--- src/rtl/nibble_serial_subtractor_pkg.sv ---
// Shared types and sizing helpers for the nibble-serial subtractor.
// Pure declarations: no logic, no latency, no flow control.
package sub_pkg;

  typedef enum logic [1:0] {IDLE, BUSY, DONE} sub_state_e;

  localparam int NIBBLE = 4;

  function automatic int nibbles(input int w);
    return w / NIBBLE;
  endfunction

endpackage

--- src/rtl/nibble_serial_subtractor_lookahead.sv ---
// 4-bit borrow-lookahead subtract stage: diff = x - y - bin, bout = borrow out of bit 3.
// Purely combinational, zero cycles; no flow control.
module borrow_lookahead_sub4 (
  input  logic [3:0] x,
  input  logic [3:0] y,
  input  logic       bin,
  output logic [3:0] diff,
  output logic       bout
);

  logic [3:0] gen;
  logic [3:0] prop;
  logic [4:0] brw;

  assign gen  = ~x & y;
  assign prop = ~(x ^ y);

  // Every borrow is a flat sum of products of gen/prop and bin, so no ripple path.
  assign brw[0] = bin;
  assign brw[1] = gen[0] | (prop[0] & bin);
  assign brw[2] = gen[1] | (prop[1] & gen[0]) | (prop[1] & prop[0] & bin);
  assign brw[3] = gen[2] | (prop[2] & gen[1]) | (prop[2] & prop[1] & gen[0])
                | (prop[2] & prop[1] & prop[0] & bin);
  assign brw[4] = gen[3] | (prop[3] & gen[2]) | (prop[3] & prop[2] & gen[1])
                | (prop[3] & prop[2] & prop[1] & gen[0])
                | (prop[3] & prop[2] & prop[1] & prop[0] & bin);

  assign diff = x ^ y ^ brw[3:0];
  assign bout = brw[4];

endmodule

--- src/rtl/nibble_serial_subtractor.sv ---
// Serial WIDTH-bit subtractor d = a - b - b_in, one nibble per clock, LSB first; result N=WIDTH/4 edges after accept.
// Accepts only in IDLE; the result is held in DONE until out_ready.
module nibble_serial_subtractor
  import sub_pkg::*;
#(
  parameter int WIDTH = 16
) (
  input  logic             clk,
  input  logic             rst,
  input  logic             in_valid,
  output logic             in_ready,
  input  logic [WIDTH-1:0] a,
  input  logic [WIDTH-1:0] b,
  input  logic             b_in,
  output logic             out_valid,
  input  logic             out_ready,
  output logic [WIDTH-1:0] d,
  output logic             b_out,
  output logic             ovf
);

  localparam int N  = nibbles(WIDTH);
  localparam int CW = $clog2(N);

  if ((WIDTH % NIBBLE) != 0 || WIDTH < 8) begin : g_bad_width
    $error("nibble_serial_subtractor: WIDTH must be a multiple of 4 and >= 8");
  end

  sub_state_e       state, state_nxt;
  logic [CW-1:0]    cnt;
  logic             borrow;
  logic [WIDTH-1:0] a_reg, b_reg;
  logic [3:0]       x_nib, y_nib, diff_nib;
  logic             bout_nib;
  logic             last;

  assign x_nib = a_reg[int'(cnt)*NIBBLE +: NIBBLE];
  assign y_nib = b_reg[int'(cnt)*NIBBLE +: NIBBLE];
  assign last  = (cnt == CW'(N - 1));

  borrow_lookahead_sub4 u_stage (
    .x    (x_nib),
    .y    (y_nib),
    .bin  (borrow),
    .diff (diff_nib),
    .bout (bout_nib)
  );

  always_ff @(posedge clk or posedge rst) begin
    if (rst) state <= IDLE;
    else     state <= state_nxt;
  end

  always_comb begin
    state_nxt = state;
    in_ready  = 1'b0;
    out_valid = 1'b0;
    case (state)
      IDLE: begin
        in_ready = 1'b1;
        if (in_valid) state_nxt = BUSY;
      end
      BUSY: begin
        if (last) state_nxt = DONE;
      end
      DONE: begin
        out_valid = 1'b1;
        if (out_ready) state_nxt = IDLE;
      end
      default: state_nxt = IDLE;
    endcase
  end

  always_ff @(posedge clk or posedge rst) begin
    if (rst) begin
      cnt    <= '0;
      borrow <= 1'b0;
      a_reg  <= '0;
      b_reg  <= '0;
      d      <= '0;
      b_out  <= 1'b0;
      ovf    <= 1'b0;
    end else begin
      case (state)
        IDLE: begin
          if (in_valid) begin
            a_reg  <= a;
            b_reg  <= b;
            borrow <= b_in;
            cnt    <= '0;
          end
        end
        BUSY: begin
          d[int'(cnt)*NIBBLE +: NIBBLE] <= diff_nib;
          borrow <= bout_nib;
          cnt    <= cnt + 1'b1;
          // Sign bit of d is diff_nib[3] on the final nibble, before it lands in d.
          if (last) begin
            b_out <= bout_nib;
            ovf   <= (a_reg[WIDTH-1] != b_reg[WIDTH-1]) && (diff_nib[3] != a_reg[WIDTH-1]);
          end
        end
        default: ;
      endcase
    end
  end

endmodule

--- config.mk ---
export PLATFORM = sky130hd
export DESIGN_NAME = nibble_serial_subtractor
export DESIGN_NICKNAME = d
export VERILOG_FILES = /design/src/rtl/nibble_serial_subtractor_pkg.sv /design/src/rtl/nibble_serial_subtractor_lookahead.sv /design/src/rtl/nibble_serial_subtractor.sv
export SDC_FILE = /design/constraint.sdc
export NUM_CORES = 1
export LEC_CHECK = 0
export ABC_AREA = 0
export CAP_MARGIN = 15
export CORE_ASPECT_RATIO = 0.5
export CORE_UTILIZATION = 30
export CTS_CLUSTER_SIZE = 12
export DETAILED_ROUTE_END_ITERATION = 7
export PLACE_DENSITY = 0.63
export SLEW_MARGIN = 20
export SYNTH_ARGS = -nofsm -noshare
export SYNTH_HDL_FRONTEND = slang
export SYNTH_HIERARCHICAL = 1
export SYNTH_SLANG_ARGS = --single-unit
--- constraint.sdc ---
create_clock -name clk -period 7.5 [get_ports clk]
set_clock_uncertainty 0.2 [all_clocks]
set_input_delay 0.75 -clock clk [delete_from_list [all_inputs] [get_ports clk]]
set_output_delay 0.75 -clock clk [all_outputs]
set_load 0.05 [all_outputs]
==> summary.md <==
| Metric | Value |
|---|---|
| Area Overhead vs Synth | 32.10% |
| Net count of the mapped netlist | 301 |
| M1 wire length | between 2000 and 3000 um |
| Met3 WL post-DR | 219 um |
| Cell at the root of the clock tree | sky130_fd_sc_hd__clkbuf_16 |
| Die height | roughly 68 um |
| Kind of launch point of the worst setup path | register |
| Slew at the pin closest to its max-slew limit | slightly below 800 ps |
| Antenna cells | 0 |
| Unrepaired setup endpoints after global routing | false |
| Path class of the lowest-slack min-delay path | reg2reg |
| Worst-Skew Late Latency | roughly 290 ps |
| Number of global-route vias before repair | 1974 |
| Overflow after GRT | 0 |
| Last weighted congestion value of the routability-driven placer | around 0.77 |
| Detail Placement HPWL | 4255 um |
| Initial Utilization | 31.95% |
| Total Routed Length | between 5000 and 6000 um |
| Global-route wire length before repair | around 9500 um |
| Antenna violation net count after detailed routing | 0 |
| Cells after Synth | roughly 250 |
| Start point of the worst min-delay path | a_reg[7] |
| Clock buffers created by TritonCTS | 5 |
| Area enclosed by the die boundary | between 9000 and 10000 um2 |
| X dimension of the die | about 130 um |
| Fraction of layout cells with a size suffix above 1 | 8.442% |
| # hold bufs at CTS | 0 |
| Number of max-capacitance violations reported | 0 |
| I/O pin total | 57 |
| Top cell type's share of synthesized area | 52.16% |
| Clock transition at the register clock pins on the worst setup and hold paths after CTS | 70 ps |
| Post-route clock period utilization | a little over two fifths |
| Count of cell types in the netlist | 34 |
| Met2 routed WL | between 2000 and 3000 um |
| Setup tns final | 0 ps |
| Post-cts gate resize count | 0 |
| Most instantiated flip-flop cell in the synthesis netlist | sky130_fd_sc_hd__dfrtp_1 |
| Number of buffers inserted by port buffering | 56 |
| Count of pins over their slew limit | 0 |
| Mapped Area | 2639 um2 |
| Upper clock frequency limit | around 320 MHz |
| Synth warnings | 6 |
| Ys async rst share | between 90% and 100% |
| Run status | complete, no violations |
| Slew HR | 47.18% |
| Final net count | about 360 |
| Share of the yosys chip area belonging to registers | 52.16% |
| Floorplan core area | ~8300 um2 |
| Average via count per standard cell | about 4.7 |
| Number of enable flip-flop cells after synthesis | 0 |
| Num Clock Sinks | 55 |
| Required time of the critical path | between 7000 and 8000 ps |
| Critical path start-end classification | reg2reg |
| Initial antenna violation count | 0 |
| Post-detailed-route DRC marker count | 0 |
| Worst setup slack for register-to-register paths | about 4300 ps |
| Total power draw | between 1500 and 2000 uW |
| Highest fanout seen on the critical path | 17 |
| Library cell with the largest summed area after synthesis | sky130_fd_sc_hd__dfrtp_1 |
| Final setup fails | 0 |
| Post-Place Cell Area | around 3300 um2 |
| Power density over cell area | about 500 nW/um2 |
| Placed cell count | 412 |
| Standard-cell rows | 23 |
| Seq cells post-synth | 55 |
| Element type at the critical path end | register |
| Static leakage power | ~0.0016 uW |
| Mean cell area of the mapped netlist | about 10 um2 |
| Total number of H-tree levels | 2 |
| Final instance area | around 3500 um2 |
| Synth area leaders | sky130_fd_sc_hd__dfrtp_1 52%, sky130_fd_sc_hd__nand2_1 15%, sky130_fd_sc_hd__mux4_2 6.0% |
| Maximum root-to-sink buffer count | 2 |
| Buffers inserted during post-CTS setup optimization | 0 |
| Max Used Layer | met4 |
| Data arrival at the endpoint of the critical path | 3140 ps |
| Leading cell type by number of instances after synthesis | sky130_fd_sc_hd__nand2_1 |
| Filler cells | 772 |
| Clock tree from TritonCTS | yes |
| Hold Fails Final Rpt | 0 |
| Overall fraction of global-route tracks in use | 13.52% |
| Beginning of the worst register-to-register path | cnt[0] |
| Most frequent cells after synthesis | 102 x sky130_fd_sc_hd__nand2_1, 55 x sky130_fd_sc_hd__dfrtp_1, 16 x sky130_fd_sc_hd__a22o_1 |
| Detailed-router iteration count before antenna repair | 5 |
| Worst setup path startpoint | cnt[0] |
| Violation count after the first detailed-route iteration | roughly 160 |
| Total vias in the final route | 1973 |
| Final worst path period need | about 3200 ps |
| Maximum resistive drop on vdd | 0.2159 mV |
| Mean routed wirelength per cell | 13.78 um |
| Pin count of the biggest net entering global routing | 56 |
| Fin cells | between 400 and 500 |
==> layout by cell type, fill, tap and decap left out <==
master                            count
sky130_fd_sc_hd__mux4_1               1
sky130_fd_sc_hd__a22oi_1              1
sky130_fd_sc_hd__inv_4                1
sky130_fd_sc_hd__clkinv_2             1
sky130_fd_sc_hd__clkbuf_16            5
sky130_fd_sc_hd__clkdlybuf4s50_1     56
sky130_fd_sc_hd__a22o_1              16
sky130_fd_sc_hd__xor2_1               2
sky130_fd_sc_hd__nor2b_1              2
sky130_fd_sc_hd__nor3b_4              1
sky130_fd_sc_hd__mux2_2               1
sky130_fd_sc_hd__a21oi_1              3
sky130_fd_sc_hd__ha_1                10
sky130_fd_sc_hd__nor4b_4              1
sky130_fd_sc_hd__or3b_4               1
sky130_fd_sc_hd__or3b_2               1
sky130_fd_sc_hd__a211o_1              1
sky130_fd_sc_hd__bufinv_16            1
sky130_fd_sc_hd__nor2_1               3
sky130_fd_sc_hd__nor3_1               3
sky130_fd_sc_hd__nand3b_1             4
sky130_fd_sc_hd__nand2b_4             1
sky130_fd_sc_hd__clkbuf_8             1
sky130_fd_sc_hd__fa_1                 1
sky130_fd_sc_hd__nand2_1            102
sky130_fd_sc_hd__nor4b_2              2
sky130_fd_sc_hd__nand2b_1             1
sky130_fd_sc_hd__dfrtp_1             55
sky130_fd_sc_hd__nand4bb_1            1
sky130_fd_sc_hd__buf_8                1
sky130_fd_sc_hd__inv_1                9
sky130_fd_sc_hd__and3b_1              1
sky130_fd_sc_hd__mux4_2               7
sky130_fd_sc_hd__o21ai_0              4
sky130_fd_sc_hd__nand3_1              3
sky130_fd_sc_hd__a21oi_2              1
sky130_fd_sc_hd__o31ai_1              1
sky130_fd_sc_hd__a21o_1               2
==> through the flow <==
step           util [%]  hold WS (ps)  setup slack, ps
6_report          42.21         275.4             4326
5_1_grt           42.21         295.6             4128
4_1_cts           42.18         277.9             4290
3_5_place_dp      40.07         260.8             4302
3_3_place_gp      39.89         258.7             4431
2_1_floorplan         -         237.3             4726
==> cell type report <==
cell class                      count  area (um2)  area share (%)
Sequential cell                    55        1376           39.48
Inverter                           10       40.04           1.149
Multi-Input combinational cell    178        1180           33.85
Clock buffer                        6       138.9           3.984
Timing Repair Buffer               57       575.6           16.51
Clock inverter                      2       35.03           1.005
Tap cell                          112       140.1           4.020
==> critical path, cell delays in order, from the launching register on <==
cell and delay (ps):
sky130_fd_sc_hd__dfrtp_1 860, sky130_fd_sc_hd__mux4_2 600, sky130_fd_sc_hd__ha_1 370, sky130_fd_sc_hd__a21o_1 190
sky130_fd_sc_hd__a21oi_1 140, sky130_fd_sc_hd__nand3b_1 240, sky130_fd_sc_hd__and3b_1 260, sky130_fd_sc_hd__a21oi_1 90
sky130_fd_sc_hd__o21ai_0 80
==> report_power, final <==
group | internal (uW) | switching [uW] | total (uW)
Clock | 166 | 104 | 270
Combinational | 384 | 584 | 968
Sequential | 424 | 111 | 535
Total | 974 | 798 | 1770
==> routing by layer <==
metal / up-vias / track usage, %
li1: 962 / -
met1: 960 / 18.09
met2: 46 / 21.78
met3: 5 / 2.889
met4: 0 / 5.197
met5: - / 0
==> cells by family after synthesis <==
group | count (synthesis) | synth area share (%)
AO/OA/AOI/OAI | 29 | 8.440
buffers and inverters | 20 | 3.367
flip-flops | 55 | 52.16
AND/OR/NAND/NOR | 127 | 22.47
adder cells (fa/ha/maj) | 11 | 5.500
multiplexers | 9 | 7.397
XOR/XNOR | 2 | 0.6639
==> final timing paths <==
path                            end  cells past startpoint
min reg2reg                a_reg[7]                      2
min in group asynchronous  b_reg[4]                      2
max                             ovf                      8
max reg2reg                     ovf                      8
min                        a_reg[7]                      2
max in group asynchronous      d[6]                      2
Power figures use the tool's default switching activity.
